File: src/rtl/apb_req_arbiter.sv
// Round-robin arbiter that shares one APB master port among NUM_REQ requesters.
// It grants one requester at a time, runs SETUP/ACCESS, and returns rdata plus a timeout flag.
module apb_req_arbiter #(
    parameter int NUM_REQ = 4,
    parameter int ADDR_W  = 8,
    parameter int DATA_W  = 32,
    parameter int TIMEOUT = 16
) (
    input  logic                        pclk,
    input  logic                        prst,
    input  logic [NUM_REQ-1:0]          req_valid,
    input  logic [NUM_REQ*ADDR_W-1:0]   req_addr,
    input  logic [NUM_REQ-1:0]          req_write,
    input  logic [NUM_REQ*DATA_W-1:0]   req_wdata,
    output logic [NUM_REQ-1:0]          req_done,
    output logic [DATA_W-1:0]           rsp_rdata,
    output logic                        rsp_err,
    output logic                        m_psel,
    output logic                        m_penable,
    output logic [ADDR_W-1:0]           m_paddr,
    output logic                        m_pwrite,
    output logic [DATA_W-1:0]           m_pwdata,
    input  logic                        m_pready,
    input  logic [DATA_W-1:0]           m_prdata
);

    localparam int GW    = $clog2(NUM_REQ);
    localparam int CNT_W = (TIMEOUT > 0) ? $clog2(TIMEOUT + 1) : 1;
    localparam bit TO_EN = (TIMEOUT != 0);
    localparam logic [CNT_W-1:0] CNT_LIMIT = CNT_W'((TIMEOUT > 0) ? (TIMEOUT - 1) : 0);
    localparam logic [GW-1:0]    LAST_RST  = GW'(NUM_REQ - 1);

    typedef enum logic [1:0] {
        S_IDLE,
        S_SETUP,
        S_ACCESS
    } state_t;

    state_t              state_q;
    logic [GW-1:0]       grant_q;
    logic [GW-1:0]       last_grant_q;
    logic [CNT_W-1:0]    wait_cnt_q;
    logic                psel_q;
    logic                penable_q;
    logic [ADDR_W-1:0]   addr_q;
    logic                write_q;
    logic [DATA_W-1:0]   wdata_q;

    logic [ADDR_W-1:0]   addr_arr  [NUM_REQ];
    logic [DATA_W-1:0]   wdata_arr [NUM_REQ];

    for (genvar g = 0; g < NUM_REQ; g++) begin : g_slice
        assign addr_arr[g]  = req_addr[g*ADDR_W +: ADDR_W];
        assign wdata_arr[g] = req_wdata[g*DATA_W +: DATA_W];
    end

    // Two-pass priority search: indices above last_grant first, then wrap to the low indices.
    logic          hi_found;
    logic          lo_found;
    logic [GW-1:0] hi_idx;
    logic [GW-1:0] lo_idx;
    logic          win_found;
    logic [GW-1:0] win_idx;

    always_comb begin
        hi_found = 1'b0;
        lo_found = 1'b0;
        hi_idx   = '0;
        lo_idx   = '0;
        for (int i = NUM_REQ - 1; i >= 0; i--) begin
            if (req_valid[i]) begin
                if (GW'(i) > last_grant_q) begin
                    hi_found = 1'b1;
                    hi_idx   = GW'(i);
                end else begin
                    lo_found = 1'b1;
                    lo_idx   = GW'(i);
                end
            end
        end
        win_found = hi_found | lo_found;
        win_idx   = hi_found ? hi_idx : lo_idx;
    end

    logic timed_out;
    logic xfer_end;
    logic done_vld;

    // pready wins over the timeout in the limit cycle; a reset cycle never reports completion.
    assign timed_out = TO_EN && (wait_cnt_q == CNT_LIMIT);
    assign xfer_end  = (state_q == S_ACCESS) && (m_pready || timed_out);
    assign done_vld  = xfer_end && !prst;

    always_comb begin
        req_done = '0;
        for (int i = 0; i < NUM_REQ; i++) begin
            req_done[i] = done_vld && (grant_q == GW'(i));
        end
    end

    assign rsp_rdata = done_vld ? m_prdata : '0;
    assign rsp_err   = done_vld && !m_pready;

    always_ff @(posedge pclk) begin
        if (prst) begin
            state_q      <= S_IDLE;
            grant_q      <= '0;
            last_grant_q <= LAST_RST;
            wait_cnt_q   <= '0;
            psel_q       <= 1'b0;
            penable_q    <= 1'b0;
            addr_q       <= '0;
            write_q      <= 1'b0;
            wdata_q      <= '0;
        end else begin
            case (state_q)
                S_IDLE: begin
                    psel_q    <= 1'b0;
                    penable_q <= 1'b0;
                    if (win_found) begin
                        grant_q <= win_idx;
                        addr_q  <= addr_arr[win_idx];
                        write_q <= req_write[win_idx];
                        wdata_q <= wdata_arr[win_idx];
                        psel_q  <= 1'b1;
                        state_q <= S_SETUP;
                    end
                end
                S_SETUP: begin
                    penable_q  <= 1'b1;
                    wait_cnt_q <= '0;
                    state_q    <= S_ACCESS;
                end
                S_ACCESS: begin
                    if (xfer_end) begin
                        last_grant_q <= grant_q;
                        psel_q       <= 1'b0;
                        penable_q    <= 1'b0;
                        wait_cnt_q   <= '0;
                        state_q      <= S_IDLE;
                    end else begin
                        wait_cnt_q <= wait_cnt_q + 1'b1;
                    end
                end
                default: begin
                    psel_q    <= 1'b0;
                    penable_q <= 1'b0;
                    state_q   <= S_IDLE;
                end
            endcase
        end
    end

    assign m_psel    = psel_q;
    assign m_penable = penable_q;
    assign m_paddr   = addr_q;
    assign m_pwrite  = write_q;
    assign m_pwdata  = wdata_q;

endmodule
File: config.mk
export PLATFORM = sky130hd
export DESIGN_NAME = apb_req_arbiter
export DESIGN_NICKNAME = d
export VERILOG_FILES = /design/src/rtl/apb_req_arbiter.sv
export SDC_FILE = /design/constraint.sdc
export NUM_CORES = 1
export LEC_CHECK = 0
export ABC_CLOCK_PERIOD_IN_PS = 7300
export CORE_ASPECT_RATIO = 0.6
export CORE_UTILIZATION = 37
export DETAILED_ROUTE_END_ITERATION = 8
export PLACE_DENSITY = 0.95
export REMOVE_ABC_BUFFERS = 1
export SETUP_SLACK_MARGIN = 0.5
export SKIP_CTS_REPAIR_TIMING = 1
export SYNTH_ARGS = -nofsm -noshare
export SYNTH_HDL_FRONTEND = slang
export SYNTH_SLANG_ARGS = --single-unit
export TNS_END_PERCENT = 50
File: constraint.sdc
create_clock -name pclk -period 7.3 [get_ports pclk]
set_clock_uncertainty 0.05 [all_clocks]
set_input_delay 2.19 -clock pclk [delete_from_list [all_inputs] [get_ports pclk]]
set_output_delay 2.19 -clock pclk [all_outputs]
set_load 0.01 [all_outputs]
After elaboration in Yosys (flattened, before gate mapping)
Index checks and enable logic that the tools add are counted.
{ "word_totals": {"mem_bits_rw": 0, "latchBits": 0, "input_bits": 203, "wordCells": 95, "n_memories": 0, "register_bits": 54, "output_inout_bits": 80, "rom_bits": 0} }
{ "classes": {"shifts": 0, "n_bitwise": 3, "n_reduce_logical": 17, "mul": 0, "muxes": 51, "n_eq_ne": 8, "n_div": 0, "n_lt_le_gt_ge": 6, "n_addsub": 1} }
{ "op_table": {"columns": ["op", "count"], "rows": [
  ["two-way mux 32 bit", 3],
  ["binary-select mux 32 bit (select 2 bit)", 1],
  ["two-way mux 2 bit", 19],
  ["two-way mux 1 bit", 19],
  ["binary-select mux 8 bit (select 2 bit)", 1],
  ["two-way mux 8 bit", 2],
  ["one-hot mux 5 bit (2 select lines)", 1],
  ["AND reduction 2 bit", 4],
  ["logical AND 1 bit", 7],
  ["== test 2 bit, second input constant", 3],
  ["one-hot mux 2 bit (3 select lines)", 1],
  ["adder 5 x 1 -> 5 bit, second input constant", 1],
  ["== test 5 x 4 -> 1 bit, second input constant", 1],
  ["two-way mux 5 bit", 1],
  ["== test 2 x 1 -> 1 bit, second input constant", 2],
  ["greater-than comparator 1 x 2 -> 1 bit, first input constant", 2],
  ["greater-than comparator 2 bit, first input constant", 2],
  ["logical NOT 2 bit", 2],
  ["inequality test 2 bit, second input constant", 2],
  [">= comparator 3 bit, second input constant", 1],
  ["less-than comparator 2 x 3 -> 1 bit, second input constant", 1],
  ["inverter 2 -> 3 bit", 1],
  ["one-hot mux 1 bit (3 select lines)", 1],
  ["binary-select mux 1 bit (select 2 bit)", 1],
  ["6 further kinds", 7]
]} }

Longest topological paths before layout
Gate-level depths: netlist of the first run.
{ "logic_depth": {"depth_word": 14, "ltp_mapped": 8, "ltp_nobuf": 8} }

Worst setup path before layout of the first run
No wires, ideal clock.
{ "synth_timing": {"path_kind": "input to output", "start": "in m_pready", "end": "out req_done[2]", "n_path_buf": 1, "arrival_ns": 2.997, "path_slack_ns": 2.063, "cell_stages": 5, "t_required_ns": 5.060, "cell_sequence": "o21ai_1 > nor2_1 > clkbuf_1 > nand2_1 > nor2_1"} }
{ "synth_via": {"elab_chain_cells": 4} }
{ "synth_lines": {"columns": ["element", "line", "source"], "rows": [
  ["start, declared", "23", "input logic m_pready,"],
  ["logical OR 1 bit", "91", "assign xfer_end = (state_q == S_ACCESS) && (m_pready || timed_out);"],
  ["logical AND 1 bit", "91", null],
  ["logical AND 1 bit", "92", "assign done_vld = xfer_end && !prst;"],
  ["logical AND 1 bit", "97", "req_done[i] = done_vld && (grant_q == GW'(i));"],
  ["end, declared", "15", "output logic [NUM_REQ-1:0] req_done,"]
]} }
Every way passes these cells.

Worst setup path in the final report of the first run
{ "layout_timing": {"start": "in prst", "end": "out req_done[3]"} }
{ "layout_via": {"elab_chain_cells": 3} }
{ "layout_lines": {"columns": ["element", "line", "source"], "rows": [
  ["start, declared", "10", "input logic prst,"],
  ["logical NOT 1 bit", "92", null],
  ["logical AND 1 bit", "92", null],
  ["logical AND 1 bit", "97", null]
]} }
Every way passes these cells.

==> flow_metrics.tcl, run 1 <==
set metrics [dict create \
    layout_worst_path_cycle_share 0.871 \
    worst_ir_drop_vdd_mv 0.146 \
    diodes 0 \
    nNetsFinal 827 \
    yosys.cell_types.count 36 \
    final-hold-violation-count 0 \
    power-per-cell-area_nw_per_um2 163 \
    worstSkewPairLatency_ns 0.29 \
    synth.top_cells.by_area "dfxtp_1 (30%), mux2i_1 (24%), o221ai_2 (17%), and2_1 (5.6%), nand2_1 (4.6%)" \
    final_weighted_congestion_of_routability_driven_global_placement 0.828 \
    post_drt_via_cell_ratio 4.91 \
    tritoncts_num_sinks 54 \
    initial_utilization 0.387 \
    setup_repair_after_global_routing_missed_its_margin "false" \
    htree_num_levels 2 \
    die_h_um 78.4 \
    drt_pre_antenna_iters 5 \
    synth.most_common_cell "mux2i_1" \
    placed_cells 742 \
    first_global_vias 3616 \
    die_area_um2 10100 \
    synthArstFlopShare 0 \
    synthesis.area_um2 3600 \
    synth_edf_count 0 \
    timing.critical_path.to_type "primary output" \
    drt_drc_violations_left 0 \
    worst-endpoint-arrival_ns 4.12 \
    utilization_after_layout 0.705 \
    tritoncts "built" \
    std_cell_rows 27 \
    grt_remaining_overflow 0 \
    fin_cells 750 \
    area_delta_synth_final_pct 82.0 \
    critical_path.slowest_cell "clkdlybuf4s50_1" \
    cts.path.max_buffers 2 \
    avgRoutedWirePerCell_um 16.8 \
    final_layout_size_suffix_gt1_frac 0.100 \
    tritoncts.num_buffers 5 \
    worst_pin_slew_ns 1.05 \
    route.vias.total 3684 \
    filler_cell_count 650 \
    clk_transition_reported_paths_ns 0.08 \
    dpl-instance-area_um2 6370 \
    syn-instance-count 352 \
    globalRouteTotalUtil 0.235 \
    ys.flop_type "dfxtp_1" \
    timing.critical_path.slowest_cell_delay_ns 0.69 \
    place.port_buffers 282 \
    postLayoutSetupSlackWorst_ns 0.942 \
    final-max-slew-violation-count 0 \
    floorplan.core_area_um2 9290 \
    sequence_of_cells_on_the_critical_path "clkdlybuf4s50_1 > nor2_1 > buf_4 > nand2_1 > nor2_1 > clkdlybuf4s50_1" \
    post_synth_most_frequent_cells "mux2i_1 (85), dfxtp_1 (54), nand2_1 (44)" \
    count_of_yosys_warnings_during_synthesis 0 \
    max_cap_violations 0 \
    die_width_um 129 \
    final_critical_path_time_including_i_o_delays_and_setup_ns 6.36 \
    layout.cell_area.non_filler_um2 6550 \
    report.final.setup_viol 0 \
    synth_top_cell_area_share 0.301 \
    wire_length_of_the_first_global_routing_pass_um 18500 \
    crit_path_max_fanout 33 \
    total_leakage_power_uw 0.00262 \
    drt-initial-drc-count 126 \
    synthesized_area_divided_by_synthesized_cell_count_um2 10.2 \
    dp.final_hpwl_um 10100 \
    fmaxAchievable_mhz 157 \
    type_of_the_worst_setup_path "input pin to primary output" \
    post-synth-top-area-cell "dfxtp_1" \
    ys_seq_area_frac 0.301 \
    antenna_found_initial 0 \
    floorplan.io_pins 283 \
    timing.slew.headroom 0.297 \
    drt_wl_total_um 12600 \
    worst_ep_required_time_ns 5.06 \
    startpoint_type "input pin" \
    clock-root-buffer "clkbuf_16" \
    postSynthRegisterBits 54 \
    grt_start_max_net_pins 55 \
    placement.setup.worst_slack_ns 0.954 \
    min-delay-path-class "flop to flop" \
    run_status "finished, final reports clean" \
    antenna_left 0 \
]
## per-layer routing
metal	vias up	global-route usage	wire, um
met3	14	0.0613	949
li1	1810	-	-
met5	-	0	0
met4	0	0.0541	204
met1	1710	0.280	5200
met2	150	0.422	6220
## cell families (layout without fill, tap and decap cells)
family	count (synthesis)	in the layout	synth area share
adder cells (fa/ha/maj)	5	5	0.0174
multiplexers	85	85	0.237
flip-flops	54	54	0.301
buffers and inverters	34	302	0.0793
XOR/XNOR	3	3	0.00731
AO/OA/AOI/OAI	57	57	0.199
AND/OR/NAND/NOR	114	114	0.160
## worst max-delay path: cells and delay by family
family,cells,cell delay (ns)
buffers and inverters,3,1.51
and+or+nand+nor,3,0.41
## final cells by class
cell class	count	area (um2)	share of cell area
tap	130	163	0.0248
sequential	54	1080	0.165
inverter	7	26.3	0.00401
multi-input combinational	264	2240	0.343
clock inverter	3	47.5	0.00726
clock buffer	5	125	0.0191
timing repair buffer	287	2860	0.437
## flip-flops by register name, summed over array words and instances (netlist names)
register,cells
grant_q,2
state_q,2
m_psel,1
m_paddr,8
m_pwdata,32
m_penable,1
m_pwrite,1
wait_cnt_q,5
last_grant_q,2
## report_power, final
part	internal (uW)	switching, uW
Combinational	250	173
Sequential	339	27.0
Clock	165	116
## path summary, 6_finish.rpt
| check | cells after the start | from | slack (ns) | end |
|---|---|---|---|---|
| worst min register to register | 2 | m_paddr[7] | 0.42 | m_paddr[7] |
| worst min-delay path | 2 | m_paddr[7] | 0.42 | m_paddr[7] |
| worst max register to register | 6 | last_grant_q[0] | 4.89 | m_paddr[7] |
| worst max-delay path | 6 | prst | 0.94 | req_done[3] |
## placed cells by master (no fill, tap or decap), drive strengths merged, types with 5 or more instances in the layout
cell           instances
dfxtp                 54
a21oi                  5
clkbuf                 5
clkdlybuf4s50        282
nand2                 45
buf                    5
mux2i                 85
ha                     5
inv                    9
and2                  32
o221ai                41
nor2                  22
## stage by stage
step                hold slack (ns)  power (uW)  TNS, ns
finish                        0.417        1070        0
global placement              0.393         783        0
global route                  0.442        1120        0
detailed placement            0.398         797        0
floorplan                     0.390         576   -28.35
CTS                           0.419        1080        0
Power figures use the tool's default switching activity.
==> run 2, diff against run 1 <==
--- a/config.mk
+++ b/config.mk
@@ -7,9 +7,9 @@
 export LEC_CHECK = 0
 export ABC_CLOCK_PERIOD_IN_PS = 7300
 export CORE_ASPECT_RATIO = 0.6
-export CORE_UTILIZATION = 37
+export CORE_UTILIZATION = 26
 export DETAILED_ROUTE_END_ITERATION = 8
-export PLACE_DENSITY = 0.95
+export PLACE_DENSITY = 0.76
 export REMOVE_ABC_BUFFERS = 1
 export SETUP_SLACK_MARGIN = 0.5
 export SKIP_CTS_REPAIR_TIMING = 1
==> run 2 against run 1 <==
Net effect:
- first-iteration DRC count down 15%
- critical path depth unchanged
- final area up 0.36%
- sequential power about the same
- via count down 0.41%
- sequential share of layout area down 0.060 points
- power down 3.6%
- global-route usage down 7.2 points
- critical path type unchanged
==> flow_metrics.tcl, run 2 (synthesis results as in run 1) <==
set metrics [dict create \
    run_status "finished, final reports clean" \
    worstSkewPairLatency_ns 0.29 \
    crit-reg2reg-launch "state_q[0]" \
    htree_num_levels 2 \
    worst-endpoint-arrival_ns 4.13 \
    tritoncts "built" \
    dp.final_hpwl_um 9910 \
    final_weighted_congestion_of_routability_driven_global_placement 0.805 \
    power_after_layout_uw 1030 \
    wire_length_of_the_first_global_routing_pass_um 18600 \
    timing.critical_path.to_type "primary output" \
    drt_wl_total_um 12200 \
    globalRouteTotalUtil 0.163 \
    critical_path.endpoint "req_done[3]" \
    diodes 0 \
    power-per-cell-area_nw_per_um2 157 \
    placed_cells 782 \
    avgRoutedWirePerCell_um 15.4 \
    type_of_the_worst_setup_path "input pin to primary output" \
    area_used_by_multi_input_combinational_logic_um2 2240 \
    clk_transition_reported_paths_ns 0.07 \
    max_cap_violations 0 \
    startpoint_type "input pin" \
    drt_drc_violations_left 0 \
    filler_cell_count 1161 \
    antenna_found_initial 0 \
    initial_utilization 0.273 \
    area_delta_synth_final_pct 82.6 \
    floorplan.core_area_um2 13200 \
    tritoncts.num_buffers 5 \
    nNetsFinal 827 \
    cts.path.max_buffers 2 \
    layout_commonest_cell "clkdlybuf4s50_1" \
    first_global_vias 3665 \
    floorplan.io_pins 283 \
    timing.slew.headroom 0.304 \
    largest_reg_flops 32 \
    layout_worst_path_cycle_share 0.872 \
    die_h_um 93.1 \
    fin_cells 790 \
    rr_endpoint "m_paddr[7]" \
    report.final.setup_viol 0 \
    worst_pin_slew_ns 1.04 \
    route.vias.total 3669 \
    seq_area_um2 1080 \
    fmaxAchievable_mhz 157 \
    final-hold-violation-count 0 \
    die_area_um2 14300 \
    timing.reg2reg.setup_slack_ns 4.83 \
    die_width_um 154 \
    layout.cells.most_common_list "clkdlybuf4s50_1 (282), mux2i_1 (85), dfxtp_1 (54), nand2_1 (44), o221ai_2 (40)" \
    clock-root-buffer "clkbuf_16" \
    crit_path_max_fanout 33 \
    min-delay-path-class "flop to flop" \
    total_leakage_power_uw 0.00261 \
    worst_ir_drop_vdd_mv 0.0927 \
    drt-initial-drc-count 107 \
    antenna_left 0 \
    grt_remaining_overflow 0 \
    tritoncts_num_sinks 54 \
    final-max-slew-violation-count 0 \
    worst-r2r-cell-count 7 \
    final_layout_size_suffix_gt1_frac 0.100 \
    setup_repair_after_global_routing_missed_its_margin "false" \
    drt_pre_antenna_iters 4 \
    final_critical_path_time_including_i_o_delays_and_setup_ns 6.37 \
    grt_start_max_net_pins 53 \
    worst_ep_required_time_ns 5.06 \
    place.port_buffers 282 \
    std_cell_rows 32 \
    utilization_after_layout 0.499 \
    worst_setup_path_startpoint "prst" \
    post_drt_via_cell_ratio 4.64 \
]
==> run 2: cell types whose count changed in the layout (fill, tap and decap cells not counted) <==
cell,previous run,this run
clkinv_2,0,1
clkinv_4,0,1
inv_6,2,0
clkinvlp_4,0,1
bufinv_16,1,0
==> run 2: critical path, cell delays in order <==
cell and delay [ns]:
clkdlybuf4s50_1 0.71, nor2_1 0.20, buf_4 0.28, nand2_1 0.11, nor2_1 0.09, clkdlybuf4s50_1 0.55
==> run 2: stage by stage <==
step	setup slack [ns]	cell area (um2)	TNS (ns)	hold slack (ns)
2_1_floorplan	-0.684	3340	-28.35	0.390
3_3_place_gp	1.00	6420	0	0.396
3_5_place_dp	0.930	6420	0	0.400
4_1_cts	0.938	6570	0	0.423
5_1_grt	0.786	6570	0	0.449
6_report	0.932	6570	0	0.418
==> run 2: worst min-delay path by stage <==
stage                    start              end  slack [ns]  cells past startpoint
3_5_place_dp        m_paddr[5]       m_paddr[5]        0.40                      2
2_1_floorplan  last_grant_q[0]  last_grant_q[0]        0.39                      1
6_report           m_pwdata[1]      m_pwdata[1]        0.42                      2
5_1_grt           m_pwdata[21]     m_pwdata[21]        0.45                      2
4_1_cts            m_pwdata[1]      m_pwdata[1]        0.42                      2
3_3_place_gp       m_pwdata[0]      m_pwdata[0]        0.40                      2
==> run 2: routing by layer <==
metal	global-route usage	routed length (um)	vias up
met5	0	0	-
met4	0.0333	60	0
met3	0.0491	961	4
met2	0.278	5630	148
met1	0.203	5520	1704
li1	-	-	1813
==> run 2: final cells by class <==
cell class              instances  area share
clock inverters                 3     0.00324
clock buffers                   5      0.0190
well taps                     170      0.0324
flip-flops and latches         54       0.165
multi-input cells             264       0.341
inverters                       7     0.00400
repair buffers                287       0.435
==> run 2: report_power, final <==
part / leakage, uW / switching (uW) / internal, uW / total (uW)
clock network: 0.0000698 / 117 / 128 / 245
logic: 0.00209 / 172 / 250 / 421
registers: 0.000445 / 26.1 / 339 / 365
==> run 3, diff against run 2 <==
--- a/config.mk
+++ b/config.mk
@@ -9,7 +9,7 @@
 export CORE_ASPECT_RATIO = 0.6
 export CORE_UTILIZATION = 26
 export DETAILED_ROUTE_END_ITERATION = 8
-export PLACE_DENSITY = 0.76
+export PLACE_DENSITY = 0.74
 export REMOVE_ABC_BUFFERS = 1
 export SETUP_SLACK_MARGIN = 0.5
 export SKIP_CTS_REPAIR_TIMING = 1
==> run 3 against run 2 <==
Net effect:
- worst setup slack better by 0.032 ns
- flip-flop and latch count unchanged
- count of clock-buffer cells in the layout up 2
- first-iteration DRC count is 20% lower
- utilization shrank 0.10 points
- critical path depth did not move
- combinational power barely moved
- fmax rose by 0.51%
- non-clock buffer count is the same
- sequential power is essentially flat
- critical endpoint is now req_done[2]
- highest routed layer unchanged
==> flow_metrics.tcl, run 3 (synthesis results as in run 1) <==
set metrics [dict create \
    place.port_buffers 282 \
    crit-reg2reg-launch "last_grant_q[0]" \
    min-delay-path-class "flop to flop" \
    cp_num_buf_inv 3 \
    wire_length_of_the_first_global_routing_pass_um 18700 \
    diodes 0 \
    globalRouteTotalUtil 0.165 \
    post_drt_via_cell_ratio 4.66 \
    fin_cells 789 \
    antenna_found_initial 0 \
    placed_cells 782 \
    total_leakage_power_uw 0.00260 \
    layout.cell_area.non_filler_um2 6560 \
    tritoncts "built" \
    worst-r2r-cell-count 6 \
    largest_reg_flops 32 \
    run_status "finished, final reports clean" \
    utilization_after_layout 0.498 \
    timing.slew.headroom 0.294 \
    worst-endpoint-arrival_ns 4.10 \
    final-hold-violation-count 0 \
    drt-initial-drc-count 86 \
    timing.critical_path.slowest_cell_delay_ns 0.69 \
    power_after_layout_uw 1020 \
    cts.path.max_buffers 2 \
    critical_path.slowest_cell "clkdlybuf4s50_1" \
    final_layout_size_suffix_gt1_frac 0.0953 \
    placement.setup.worst_slack_ns 0.969 \
    crit_path_max_fanout 33 \
    first_global_vias 3620 \
    sequence_of_cells_on_the_critical_path "clkdlybuf4s50_1 > nor2_1 > buf_4 > nand2_1 > nor2_1 > clkdlybuf4s50_1" \
    clk_transition_reported_paths_ns 0.07 \
    clock-root-buffer "clkbuf_16" \
    nNetsFinal 827 \
    type_of_the_worst_setup_path "input pin to primary output" \
    floorplan.io_pins 283 \
    worstSkewPairLatency_ns 0.29 \
    die_area_um2 14300 \
    worst_ir_drop_vdd_mv 0.0732 \
    drt_pre_antenna_iters 4 \
    avgRoutedWirePerCell_um 15.7 \
    drt_drc_violations_left 0 \
    report.final.setup_viol 0 \
    die_width_um 154 \
    final_critical_path_time_including_i_o_delays_and_setup_ns 6.34 \
    min_path_cells 2 \
    setup_repair_after_global_routing_missed_its_margin "false" \
    initial_utilization 0.273 \
    std_cell_rows 32 \
    final-max-slew-violation-count 0 \
    power-per-cell-area_nw_per_um2 155 \
    worst_ep_required_time_ns 5.06 \
    htree_num_levels 2 \
    dpl-instance-area_um2 6420 \
    max_cap_violations 0 \
    hold_start "m_pwdata[9]" \
    final_weighted_congestion_of_routability_driven_global_placement 0.809 \
    tritoncts_num_sinks 54 \
    cp_top_family "buffers and inverters" \
    postLayoutSetupSlackWorst_ns 0.964 \
    antenna_left 0 \
    layout.cells.most_common_list "clkdlybuf4s50_1 (282), mux2i_1 (85), dfxtp_1 (54), nand2_1 (44), o221ai_2 (40)" \
    die_h_um 93.1 \
    grt_start_max_net_pins 60 \
    fmaxAchievable_mhz 158 \
    route.vias.total 3678 \
    layout_commonest_cell "clkdlybuf4s50_1" \
    timing.critical_path.to_type "primary output" \
    worst_pin_slew_ns 1.06 \
    drt_wl_total_um 12400 \
    tritoncts.num_buffers 5 \
    floorplan.core_area_um2 13200 \
    dp.final_hpwl_um 9990 \
    critical_path_depth 6 \
    startpoint_type "input pin" \
    grt_remaining_overflow 0 \
    layout_worst_path_cycle_share 0.868 \
    area_delta_synth_final_pct 82.3 \
    worst_setup_path_startpoint "prst" \
]
[run 3: changes by cell type in the layout (fill, tap and decap cells not counted), sizes merged]
cell / delta
clkinvlp: -1
clkinv: -2
clkbuf: +2
[run 3: routing by layer]
metal / global-route usage / wire length [um] / vias to the layer above
met5: 0 / 0 / -
met4: 0.0242 / 55 / 0
met3: 0.0533 / 1020 / 7
met2: 0.285 / 5840 / 144
met1: 0.204 / 5440 / 1713
li1: - / - / 1814
[run 3: where the power goes]
part / internal (uW) / leakage [uW] / switching [uW] / total [uW]
combinational: 250 / 0.00209 / 172 / 422
clock: 126 / 0.0000640 / 104 / 230
sequential: 339 / 0.000445 / 25.0 / 364
total: 715 / 0.00260 / 301 / 1020
[run 3: worst paths after layout]
check	to	slack, ns
worst max-delay path	req_done[2]	0.96
worst max register to register	m_pwdata[14]	4.85
worst min-delay path	m_pwdata[9]	0.42
worst min register to register	m_pwdata[9]	0.42
[run 3: metrics by stage]
step           hold slack [ns]  TNS, ns
6_report                 0.415        0
5_1_grt                  0.426        0
4_1_cts                  0.417        0
3_5_place_dp             0.399        0
3_3_place_gp             0.394        0
2_1_floorplan            0.390   -28.35
[run 3: worst min-delay path, cell delays in order (launching register included)]
cell and delay (ns):
dfxtp_1 0.32, nand2_1 0.06, o221ai_2 0.05
[run 3: cell type report]
type / instances / area (um2)
clock buffer: 7 / 133
fill: 1177 / 6620
inverter: 7 / 26.3
multi-input combinational: 264 / 2240
sequential: 54 / 1080
tap: 170 / 213
timing repair buffer: 287 / 2860
